[config.mk]
export PLATFORM = sky130hd
export DESIGN_NAME = shifter_pipe_flat
export DESIGN_NICKNAME = d
export VERILOG_FILES = /design/src/rtl/shifter_pkg.sv /design/src/rtl/shifter_pipe_if.sv /design/src/rtl/shifter_pipe_slice.sv /design/src/rtl/shifter_pipe.sv /design/src/flat_wrapper.sv
export SDC_FILE = /design/constraint.sdc
export NUM_CORES = 1
export LEC_CHECK = 0
export ABC_CLOCK_PERIOD_IN_PS = 2600
export BUFFER_PORTS_ARGS = -buffer_cell sky130_fd_sc_hd__buf_2
export CAP_MARGIN = 0
export CORE_MARGIN = 2
export CORE_UTILIZATION = 61
export DETAILED_ROUTE_END_ITERATION = 6
export PLACE_DENSITY = 0.82
export SLEW_MARGIN = 5
export SYNTH_ARGS = -nofsm -noshare
export SYNTH_HDL_FRONTEND = slang
export SYNTH_HIERARCHICAL = 1
export SYNTH_SLANG_ARGS = --single-unit
[constraint.sdc]
create_clock -name clk -period 2.6 [get_ports clk]
set_clock_uncertainty 0.05 [all_clocks]
set_input_delay 0.52 -clock clk [delete_from_list [all_inputs] [get_ports clk]]
set_output_delay 0.52 -clock clk [all_outputs]
set_load 0.01 [all_outputs]
[src/rtl/shifter_pkg.sv]
// Shared types and helpers for the pipelined barrel shifter.
// shift_beat_t is the beat layout at the default 48-bit configuration.
package shifter_pkg;

    localparam int unsigned DEF_WIDTH   = 48;
    localparam int unsigned DEF_SHAMT_W = 6;

    typedef enum logic {
        SHIFT_LEFT  = 1'b0,
        SHIFT_RIGHT = 1'b1
    } shift_dir_e;

    typedef struct packed {
        logic [DEF_WIDTH-1:0]   data;
        logic [DEF_SHAMT_W-1:0] shamt;
        shift_dir_e             dir;
        logic                   fill;
        logic                   lost;
    } shift_beat_t;

    // Level 0 is the MSB (largest weight) mux level.
    function automatic int unsigned slice_of_level(input int unsigned level,
                                                   input int unsigned stages,
                                                   input int unsigned shamt_w);
        return (level * stages) / shamt_w;
    endfunction

endpackage

[src/rtl/shifter_pipe_if.sv]
// Valid/ready operand and result channels of the pipelined barrel shifter.
interface shifter_pipe_if #(
    parameter int unsigned WIDTH   = 48,
    parameter int unsigned SHAMT_W = $clog2(WIDTH)
);
    logic               in_valid;
    logic               in_ready;
    logic [WIDTH-1:0]   in_data;
    logic [SHAMT_W-1:0] in_shamt;
    logic               in_dir;
    logic               in_arith;
    logic               out_valid;
    logic               out_ready;
    logic [WIDTH-1:0]   out_data;
    logic               out_lost;

    modport master (
        output in_valid, in_data, in_shamt, in_dir, in_arith, out_ready,
        input  in_ready, out_valid, out_data, out_lost
    );

    modport slave (
        input  in_valid, in_data, in_shamt, in_dir, in_arith, out_ready,
        output in_ready, out_valid, out_data, out_lost
    );
endinterface

[src/rtl/shifter_pipe_slice.sv]
// One register slice of the shifter: its share of the mux levels followed by
// a single-entry valid/ready register.
module shifter_pipe_slice
    import shifter_pkg::*;
#(
    parameter int unsigned WIDTH   = 48,
    parameter int unsigned SHAMT_W = 6,
    parameter int unsigned STAGES  = 2,
    parameter int unsigned SLICE   = 0
) (
    input  logic               clk,
    input  logic               rst,
    input  logic               i_valid,
    output logic               o_ready,
    input  logic [WIDTH-1:0]   i_data,
    input  logic [SHAMT_W-1:0] i_shamt,
    input  shift_dir_e         i_dir,
    input  logic               i_fill,
    input  logic               i_lost,
    output logic               o_valid,
    input  logic               i_ready,
    output logic [WIDTH-1:0]   o_data,
    output logic [SHAMT_W-1:0] o_shamt,
    output shift_dir_e         o_dir,
    output logic               o_fill,
    output logic               o_lost
);

    typedef struct packed {
        logic [WIDTH-1:0]   data;
        logic [SHAMT_W-1:0] shamt;
        shift_dir_e         dir;
        logic               fill;
        logic               lost;
    } beat_t;

    // One mux level of weight 2^k; weights of WIDTH or more flush the word.
    function automatic beat_t shift_level(input beat_t b, input int unsigned k, input logic sel);
        beat_t            r;
        logic [WIDTH-1:0] ones;
        int unsigned      n;
        r    = b;
        ones = '1;
        n    = (k < 32) ? (32'd1 << k) : 32'd0;
        if (sel) begin
            if (k >= 32 || n >= WIDTH) begin
                r.data = {WIDTH{b.fill}};
                r.lost = b.lost | (|b.data);
            end else if (b.dir == SHIFT_LEFT) begin
                r.data = b.data << n;
                r.lost = b.lost | (|(b.data >> (WIDTH - n)));
            end else begin
                r.data = (b.data >> n) | (b.fill ? ~(ones >> n) : '0);
                r.lost = b.lost | (|(b.data & ~(ones << n)));
            end
        end
        return r;
    endfunction

    beat_t w_lvl [SHAMT_W+1];
    beat_t r_beat;
    logic  r_valid;
    logic  w_load;

    assign w_lvl[0] = '{data: i_data, shamt: i_shamt, dir: i_dir, fill: i_fill, lost: i_lost};

    for (genvar i = 0; i < SHAMT_W; i++) begin : g_lvl
        localparam int unsigned K = SHAMT_W - 1 - i;
        if (slice_of_level(i, STAGES, SHAMT_W) == SLICE) begin : g_mux
            assign w_lvl[i+1] = shift_level(w_lvl[i], K, w_lvl[i].shamt[K]);
        end else begin : g_pass
            assign w_lvl[i+1] = w_lvl[i];
        end
    end

    assign w_load  = !r_valid || i_ready;
    assign o_ready = w_load;

    always_ff @(posedge clk or posedge rst) begin
        if (rst) begin
            r_valid <= 1'b0;
            r_beat  <= '0;
        end else if (w_load) begin
            r_valid <= i_valid;
            if (i_valid) begin
                r_beat <= w_lvl[SHAMT_W];
            end
        end
    end

    assign o_valid = r_valid;
    assign o_data  = r_beat.data;
    assign o_shamt = r_beat.shamt;
    assign o_dir   = r_beat.dir;
    assign o_fill  = r_beat.fill;
    assign o_lost  = r_beat.lost;

endmodule

[src/rtl/shifter_pipe.sv]
// Pipelined barrel shifter: STAGES chained slices with a combinational ready
// chain from out_ready back to in_ready.
module shifter_pipe
    import shifter_pkg::*;
#(
    parameter int unsigned WIDTH   = DEF_WIDTH,
    parameter int unsigned SHAMT_W = $clog2(WIDTH),
    parameter int unsigned STAGES  = 2
) (
    input logic           clk,
    input logic           rst,
    shifter_pipe_if.slave io_bus
);

    logic               w_valid [STAGES+1];
    logic               w_ready [STAGES+1];
    logic [WIDTH-1:0]   w_data  [STAGES+1];
    logic [SHAMT_W-1:0] w_shamt [STAGES+1];
    shift_dir_e         w_dir   [STAGES+1];
    logic               w_fill  [STAGES+1];
    logic               w_lost  [STAGES+1];
    logic               w_unused;

    assign w_valid[0]      = io_bus.in_valid;
    assign io_bus.in_ready = w_ready[0];
    assign w_data[0]       = io_bus.in_data;
    assign w_shamt[0]      = io_bus.in_shamt;
    assign w_dir[0]        = shift_dir_e'(io_bus.in_dir);
    assign w_fill[0]       = io_bus.in_dir & io_bus.in_arith & io_bus.in_data[WIDTH-1];
    assign w_lost[0]       = 1'b0;

    for (genvar s = 0; s < STAGES; s++) begin : g_slice
        shifter_pipe_slice #(
            .WIDTH   (WIDTH),
            .SHAMT_W (SHAMT_W),
            .STAGES  (STAGES),
            .SLICE   (s)
        ) u_slice (
            .clk     (clk),
            .rst     (rst),
            .i_valid (w_valid[s]),
            .o_ready (w_ready[s]),
            .i_data  (w_data[s]),
            .i_shamt (w_shamt[s]),
            .i_dir   (w_dir[s]),
            .i_fill  (w_fill[s]),
            .i_lost  (w_lost[s]),
            .o_valid (w_valid[s+1]),
            .i_ready (w_ready[s+1]),
            .o_data  (w_data[s+1]),
            .o_shamt (w_shamt[s+1]),
            .o_dir   (w_dir[s+1]),
            .o_fill  (w_fill[s+1]),
            .o_lost  (w_lost[s+1])
        );
    end

    assign w_ready[STAGES]  = io_bus.out_ready;
    assign io_bus.out_valid = w_valid[STAGES];
    assign io_bus.out_data  = w_data[STAGES];
    assign io_bus.out_lost  = w_lost[STAGES];

    // Side-band fields are spent once the last level has been applied.
    assign w_unused = ^{w_shamt[STAGES], 1'(w_dir[STAGES]), w_fill[STAGES]};

endmodule

[src/flat_wrapper.sv]
// flat-port wrapper written by rule: the top's interface ports become plain ports
module shifter_pipe_flat import shifter_pkg::*;
#(
    parameter int unsigned WIDTH   = DEF_WIDTH,
    parameter int unsigned SHAMT_W = $clog2(WIDTH),
    parameter int unsigned STAGES  = 2
)
  (clk, rst, io_bus_in_valid, io_bus_in_data, io_bus_in_shamt, io_bus_in_dir, io_bus_in_arith, io_bus_out_ready, io_bus_in_ready, io_bus_out_valid, io_bus_out_data, io_bus_out_lost);
  shifter_pipe_if #(.WIDTH(WIDTH), .SHAMT_W(SHAMT_W)) io_bus_i ();
  input logic clk;
  input logic rst;
  input wire logic [$bits(io_bus_i.in_valid)-1:0] io_bus_in_valid;
  input wire logic [$bits(io_bus_i.in_data)-1:0] io_bus_in_data;
  input wire logic [$bits(io_bus_i.in_shamt)-1:0] io_bus_in_shamt;
  input wire logic [$bits(io_bus_i.in_dir)-1:0] io_bus_in_dir;
  input wire logic [$bits(io_bus_i.in_arith)-1:0] io_bus_in_arith;
  input wire logic [$bits(io_bus_i.out_ready)-1:0] io_bus_out_ready;
  output wire logic [$bits(io_bus_i.in_ready)-1:0] io_bus_in_ready;
  output wire logic [$bits(io_bus_i.out_valid)-1:0] io_bus_out_valid;
  output wire logic [$bits(io_bus_i.out_data)-1:0] io_bus_out_data;
  output wire logic [$bits(io_bus_i.out_lost)-1:0] io_bus_out_lost;
  assign io_bus_i.in_valid = io_bus_in_valid;
  assign io_bus_i.in_data = io_bus_in_data;
  assign io_bus_i.in_shamt = io_bus_in_shamt;
  assign io_bus_i.in_dir = io_bus_in_dir;
  assign io_bus_i.in_arith = io_bus_in_arith;
  assign io_bus_i.out_ready = io_bus_out_ready;
  assign io_bus_in_ready = io_bus_i.in_ready;
  assign io_bus_out_valid = io_bus_i.out_valid;
  assign io_bus_out_data = io_bus_i.out_data;
  assign io_bus_out_lost = io_bus_i.out_lost;
  shifter_pipe #(.WIDTH(WIDTH), .SHAMT_W(SHAMT_W), .STAGES(STAGES)) u_core (.clk(clk), .rst(rst), .io_bus(io_bus_i));
endmodule
==> qor.csv, run 1 <==
stage;metric;value;unit
outcome;status;finished, violations left;
outcome;failing checks;DRC;
setup_path;Worst EP arrival;2.71;ns
clock_network;hold buffers post-CTS;0;
sta;Fin. Hold Viols;0;
cells_and_area;fin nets;1465;
cells_and_area;# diodes;0;
sta;Final Cycle Share;0.9645;
clock_network;CTS resizes;0;
place;Post-Place Worst Slack;0.1397;ns
setup_path;Worst R2R Start;u_core/g_slice[0].u_slice/o_shamt[2];
setup_path;Worst R2R Path Depth;4;
route;post-DR vias/cell;7.470;
clock_network;cts bufs inserted;9;
setup_path;reg2reg setup slack;0.09;ns
clock_network;root buffer cell;clkbuf_16;
sta;Setup violations, final;0;
flow_run;max-cap check violation count;0;
clock_network;clk_lat worst skew;0.37;ns
global_routing;pin count of the biggest net entering global routing;59;
floorplanning;Die Area;18230;um^2
sta;max_slew headroom;0.3308;
clock_network;setup bufs post-CTS;0;
clock_network;H-tree Lvls;3;
clock_network;clock-pin slew on the worst setup and hold paths;0.08;ns
clock_network;TritonCTS sink count;105;
route;Max Used Layer;met5;
route;drt wl/cell;25.60;um
sta;fmax;0.3988;GHz
synth;total number of yosys warnings;6;
synth;Syn Inst Count;1313;
route;metal3 WL;5967;um
global_routing;via count of the first global-routing pass;11200;
floorplanning;Rows;47;
floorplanning;Placeable Area;16700;um^2
power;Flop pwr share;0.345;
setup_path;FF-to-FF End;u_core/g_slice[1].u_slice/o_data[8];
power;peak supply drop;0.4443;mV
power;Logic pwr share;0.476;
cells_and_area;fillers;1391;
setup_path;Required @ worst endpoint;2.80;ns
min_path;worst min-delay path category;input port to async pin;
route;Vias;12180;
floorplanning;I/O pin count;111;
sta;final worst path period need;2.508;ns
place;DP HPWL;30780;um
sta;setup ws final;0.09221;ns
floorplanning;Chip Height;135.0;um
global_routing;All-Layer GR Usage;0.4559;
route;Post-DRT Antenna Nets;0;
global_routing;initial antenna violation count;2;
route;First-pass DRT Iterations;7;
route;met2 routed WL;18150;um
route;Iter 0 DRT Violations;2393;
power;Power Density;639.6;nW/um^2
clock_network;CTS tree;yes;
cells_and_area;Area growth syn-to-layout;11.41;%
cells_and_area;layout cells sized above 1;0.2149;
global_routing;Congestion Overflow GR;0;
cells_and_area;Util after Layout;0.6984;
floorplanning;die width;135.0;um
setup_path;Setup CP Type;flip-flop to flip-flop;
power;switching power;3.293;mW
sta;setup TNS;0;ns
setup_path;Worst setup SP type;flip-flop;
power;leakage power;4.769;nW
setup_path;Worst Path Max Fanout;37;
sta;max-slew violations;0;
global_routing;first-pass GRT wire length;64430;um
power;switching portion of total power;0.4415;
clock_network;Clock Path Buffers;2;
power;P_int;4.167;mW
place;gp weighted congestion;1.016;
route;wl on met1;15610;um
synth;Avg Cell Area, Syn;7.973;um^2
power;clock share of power;0.178;
floorplanning;Starting Density;0.6268;
setup_path;CP Capture Type;flip-flop;
place;Port Buffers;110;
sta;RSZ-0062 raised after global routing;no;
route;routed wire length;41730;um
sta;Slew @ Worst Pin;1.000;ns
route;DRC Markers;16;
synth;mapped cell area;10470;um^2
## metrics by stage
step	hold slack [ns]	instance area, um^2	power [mW]	instances
floorplan	0.3969	10470	4.802	1314
global placement	0.4075	11380	5.902	1614
detailed placement	0.4158	11380	5.995	1614
CTS	0.07200	11660	7.316	1630
global route	0.08359	11660	7.782	1630
finish	0.06123	11660	7.460	1630
## layout by cell type (no fill, tap or decap), types with 7 or more instances in the layout
master,n
nor2_1,129
nand2_1,117
a21oi_1,115
buf_2,110
dfrtp_1,102
mux2i_1,98
buf_4,92
o21ai_0,89
a211oi_1,47
a22oi_1,34
nand2b_1,30
nor2b_1,28
o22ai_1,28
nor3_1,27
mux2_2,20
o21ai_1,15
nand3_1,14
a31oi_1,14
a32oi_1,13
o21a_1,12
o211ai_1,12
nor4_1,12
a21o_1,11
a221oi_1,11
a2bb2oi_1,11
buf_12,11
inv_1,10
a221o_1,10
clkbuf_16,9
a211o_1,9
mux4_2,9
o221ai_1,8
o22a_1,8
and2_1,7
a211oi_2,7
## per-layer routing
metal / global-route usage / up-vias
li1: - / 5162
met4: 0.1846 / 2
met1: 0.6173 / 5770
met2: 0.6825 / 1039
met3: 0.1374 / 203
met5: 0 / -
## final cells by class
class,instances,area [um^2],area share
flip-flops and latches,105,2636,0.2260
repair buffers,213,1461,0.1253
clock buffers,9,225.2,0.01931
multi-input cells,1061,6953,0.5961
well taps,220,275.3,0.02360
inverters,15,56.30,0.004827
clock inverters,7,56.30,0.004827
## worst max-delay path, stage by stage (launching register included)
cell and delay, ns:
dfrtp_4 0.78, mux4_2 0.57, a21oi_1 0.61, o211ai_1 0.17, o22a_1 0.20
## power groups by stage
stage          Combinational [mW]  Sequential [mW]  Clock (mW)
2_1_floorplan                2.34             2.46           0
4_1_cts                      3.44             2.54        1.33
6_report                     3.55             2.58        1.33
3_3_place_gp                 3.35             2.55           0
3_5_place_dp                 3.42             2.58           0
5_1_grt                      3.80             2.61        1.37
## registers in the layout, indices dropped and copies added, names as in the netlist
signal                          flops
u_core/g_slice.u_slice/o_dir        1
u_core/g_slice.u_slice/o_lost       2
u_core/g_slice.u_slice/o_fill       1
u_core/g_slice.u_slice/o_shamt      3
u_core/g_slice.u_slice/o_valid      2
u_core/g_slice.u_slice/o_data      96
## worst max path at each step
stage / cells past startpoint / end / slack [ns] / start
after floorplan: 7 / u_core/g_slice[0].u_slice/o_data[35] / 0.48 / io_bus_in_data[47]
after global placement: 8 / u_core/g_slice[0].u_slice/o_data[39] / 0.20 / io_bus_in_shamt[5]
after detailed placement: 8 / u_core/g_slice[0].u_slice/o_data[19] / 0.14 / io_bus_in_dir
after CTS: 6 / u_core/g_slice[1].u_slice/o_data[14] / 0.30 / u_core/g_slice[0].u_slice/o_shamt[2]
after global routing: 4 / u_core/g_slice[1].u_slice/o_data[8] / 0.0005 / u_core/g_slice[0].u_slice/o_shamt[2]
final: 4 / u_core/g_slice[1].u_slice/o_data[8] / 0.09 / u_core/g_slice[0].u_slice/o_shamt[2]
(Power assumes the default switching activity.)
==> inputs of run 2 (changes only) <==
--- a/config.mk
+++ b/config.mk
@@ -5,13 +5,14 @@
 export SDC_FILE = /design/constraint.sdc
 export NUM_CORES = 1
 export LEC_CHECK = 0
+export ABC_AREA = 1
 export ABC_CLOCK_PERIOD_IN_PS = 2600
 export BUFFER_PORTS_ARGS = -buffer_cell sky130_fd_sc_hd__buf_2
 export CAP_MARGIN = 0
 export CORE_MARGIN = 2
 export CORE_UTILIZATION = 61
 export DETAILED_ROUTE_END_ITERATION = 6
-export PLACE_DENSITY = 0.82
+export PLACE_DENSITY = 0.83
 export SLEW_MARGIN = 5
 export SYNTH_ARGS = -nofsm -noshare
 export SYNTH_HDL_FRONTEND = slang
==> run 2 against run 1 <==
Net effect:
- the run still ends with DRC left
- sequential share of layout area grew 3.1 points
- critical path depth grew 3
- setup slack improved by 0.39 ns
- hold slack better by 0.12 ns
- design area shrank 12%
- first-iteration DRC count shrank 39%
- die area shrank 9.0%
- largest cell class unchanged
- highest routed layer is now met4
==> qor.csv, run 2 <==
stage;metric;value;unit
floorplanning;Starting Density;0.6247;
clock_network;TritonCTS sink count;105;
global_routing;first-pass GRT wire length;50980;um
floorplanning;Placeable Area;15200;um^2
clock_network;setup bufs post-CTS;0;
global_routing;via count of the first global-routing pass;9870;
sta;Fin. Hold Viols;0;
place;DP HPWL;24500;um
floorplanning;I/O pin count;111;
sta;max_slew headroom;0.4680;
flow_run;max-cap check violation count;0;
clock_network;clock-pin slew on the worst setup and hold paths;0.08;ns
sta;RSZ-0062 raised after global routing;no;
route;DRC Markers;1;
global_routing;pin count of the biggest net entering global routing;92;
outcome;failing checks;DRC;
cells_and_area;commonest non-fill, non-tap cells in the layout;nand2_1, nand3_1, nor2_1, buf_2, dfrtp_1;
clock_network;Clock Path Buffers;2;
global_routing;Congestion Overflow GR;0;
synth;total number of yosys warnings;6;
synth;mapped cell area;9497;um^2
clock_network;H-tree Lvls;3;
setup_path;Worst EP arrival;2.29;ns
clock_network;hold buffers post-CTS;0;
setup_path;Required @ worst endpoint;2.76;ns
cells_and_area;# diodes;0;
setup_path;Setup CP Type;flip-flop to flip-flop;
route;post-DR vias/cell;6.016;
synth;Avg Cell Area, Syn;5.899;um^2
global_routing;initial antenna violation count;0;
sta;max-slew violations;0;
setup_path;Worst setup SP type;flip-flop;
clock_network;CTS tree;yes;
sta;Slew @ Worst Pin;0.7951;ns
clock_network;cts bufs inserted;9;
sta;Final Cycle Share;0.8156;
sta;final worst path period need;2.121;ns
place;Port Buffers;110;
cells_and_area;fin nets;1716;
outcome;status;finished, violations left;
clock_network;clk_lat worst skew;0.36;ns
setup_path;CP Capture Type;flip-flop;
power;Power Density;685.0;nW/um^2
synth;Syn Inst Count;1610;
route;Iter 0 DRT Violations;1459;
route;Vias;11120;
floorplanning;die width;128.8;um
clock_network;root buffer cell;clkbuf_16;
cells_and_area;fillers;1489;
power;peak supply drop;0.4066;mV
cells_and_area;layout cells sized above 1;0.1246;
floorplanning;Rows;45;
setup_path;reg2reg setup slack;0.48;ns
cells_and_area;leading cell type in the layout, fill and taps excluded;nand2_1;
cells_and_area;register area;2629;um^2
cells_and_area;Multi-input gate area;5854;um^2
cells_and_area;max reg flops;96;
cells_and_area;Area growth syn-to-layout;7.589;%
place;dpl cells;1833;
floorplanning;Die Area;16580;um^2
route;drt wl/cell;17.36;um
sta;Setup violations, final;0;
route;routed wire length;32100;um
place;Post-Place Worst Slack;0.2570;ns
setup_path;Worst R2R Path Depth;7;
route;First-pass DRT Iterations;7;
sta;Hold WS;0.1769;ns
floorplanning;Chip Height;128.8;um
cells_and_area;non-filler cells in the finished layout;1849;
setup_path;Worst Path Max Fanout;48;
sta;fmax;0.4715;GHz
synth;Post-Syn Nets;1670;
global_routing;All-Layer GR Usage;0.3898;
power;overall power;6.999;mW
min_path;worst min-delay path category;input port to async pin;
route;Post-DRT Antenna Nets;0;
place;gp weighted congestion;1.038;
power;leakage power;5.206;nW
sta;setup TNS;0;ns
clock_network;CTS resizes;0;
sta;setup ws final;0.4793;ns
[run 2: per-stage QoR]
stage / cell area [um^2] / utilization
after floorplan: 9497 / -
after global placement: 9911 / 0.6519
after detailed placement: 9911 / 0.6519
after CTS: 10220 / 0.6721
after global routing: 10220 / 0.6721
final: 10220 / 0.6721
[run 2: metal layers]
metal	share of wire	track usage	up-vias
met2	0.47	0.6349	679
met3	0.098	0.07069	117
met5	0	0	-
met1	0.39	0.4974	5018
met4	0.051	0.1982	0
li1	-	-	5310
[run 2: power by group]
| group | internal [mW] | switching [mW] | leakage (nW) | total [mW] |
|---|---|---|---|---|
| logic | 1.08 | 2.07 | 3.79 | 3.15 |
| registers | 2.08 | 0.398 | 1.27 | 2.48 |
| clock network | 0.687 | 0.684 | 0.150 | 1.37 |
[run 2: final cells by class]
type,count,area share
flip-flops and latches,105,0.2573
inverters,63,0.02363
clock buffers,9,0.02204
clock inverters,7,0.007960
repair buffers,150,0.09307
well taps,188,0.02302
multi-input cells,1327,0.5730
[run 2: worst paths after layout]
| kind | end | from |
|---|---|---|
| setup reg to reg | u_core/g_slice[0].u_slice/o_data[41] | u_core/g_slice[1].u_slice/o_valid |
| setup / recovery | u_core/g_slice[0].u_slice/o_data[41] | u_core/g_slice[1].u_slice/o_valid |
| hold / removal | u_core/g_slice[0].u_slice/o_shamt[1] | rst |
| max in group asynchronous | u_core/g_slice[1].u_slice/o_data[21] | rst |
| hold reg to reg | u_core/g_slice[0].u_slice/o_fill | u_core/g_slice[0].u_slice/o_fill |
| min in group clk | u_core/g_slice[0].u_slice/o_shamt[1] | io_bus_in_shamt[1] |
[run 2: critical path, stage by stage, from the launching register on]
cell and delay, ns:
dfrtp_1 0.38, nand2_1 0.10, inv_1 0.05, nand2_1 0.10, nand2_1 0.22, buf_12 0.26, nor2_1 0.63, a21oi_1 0.17
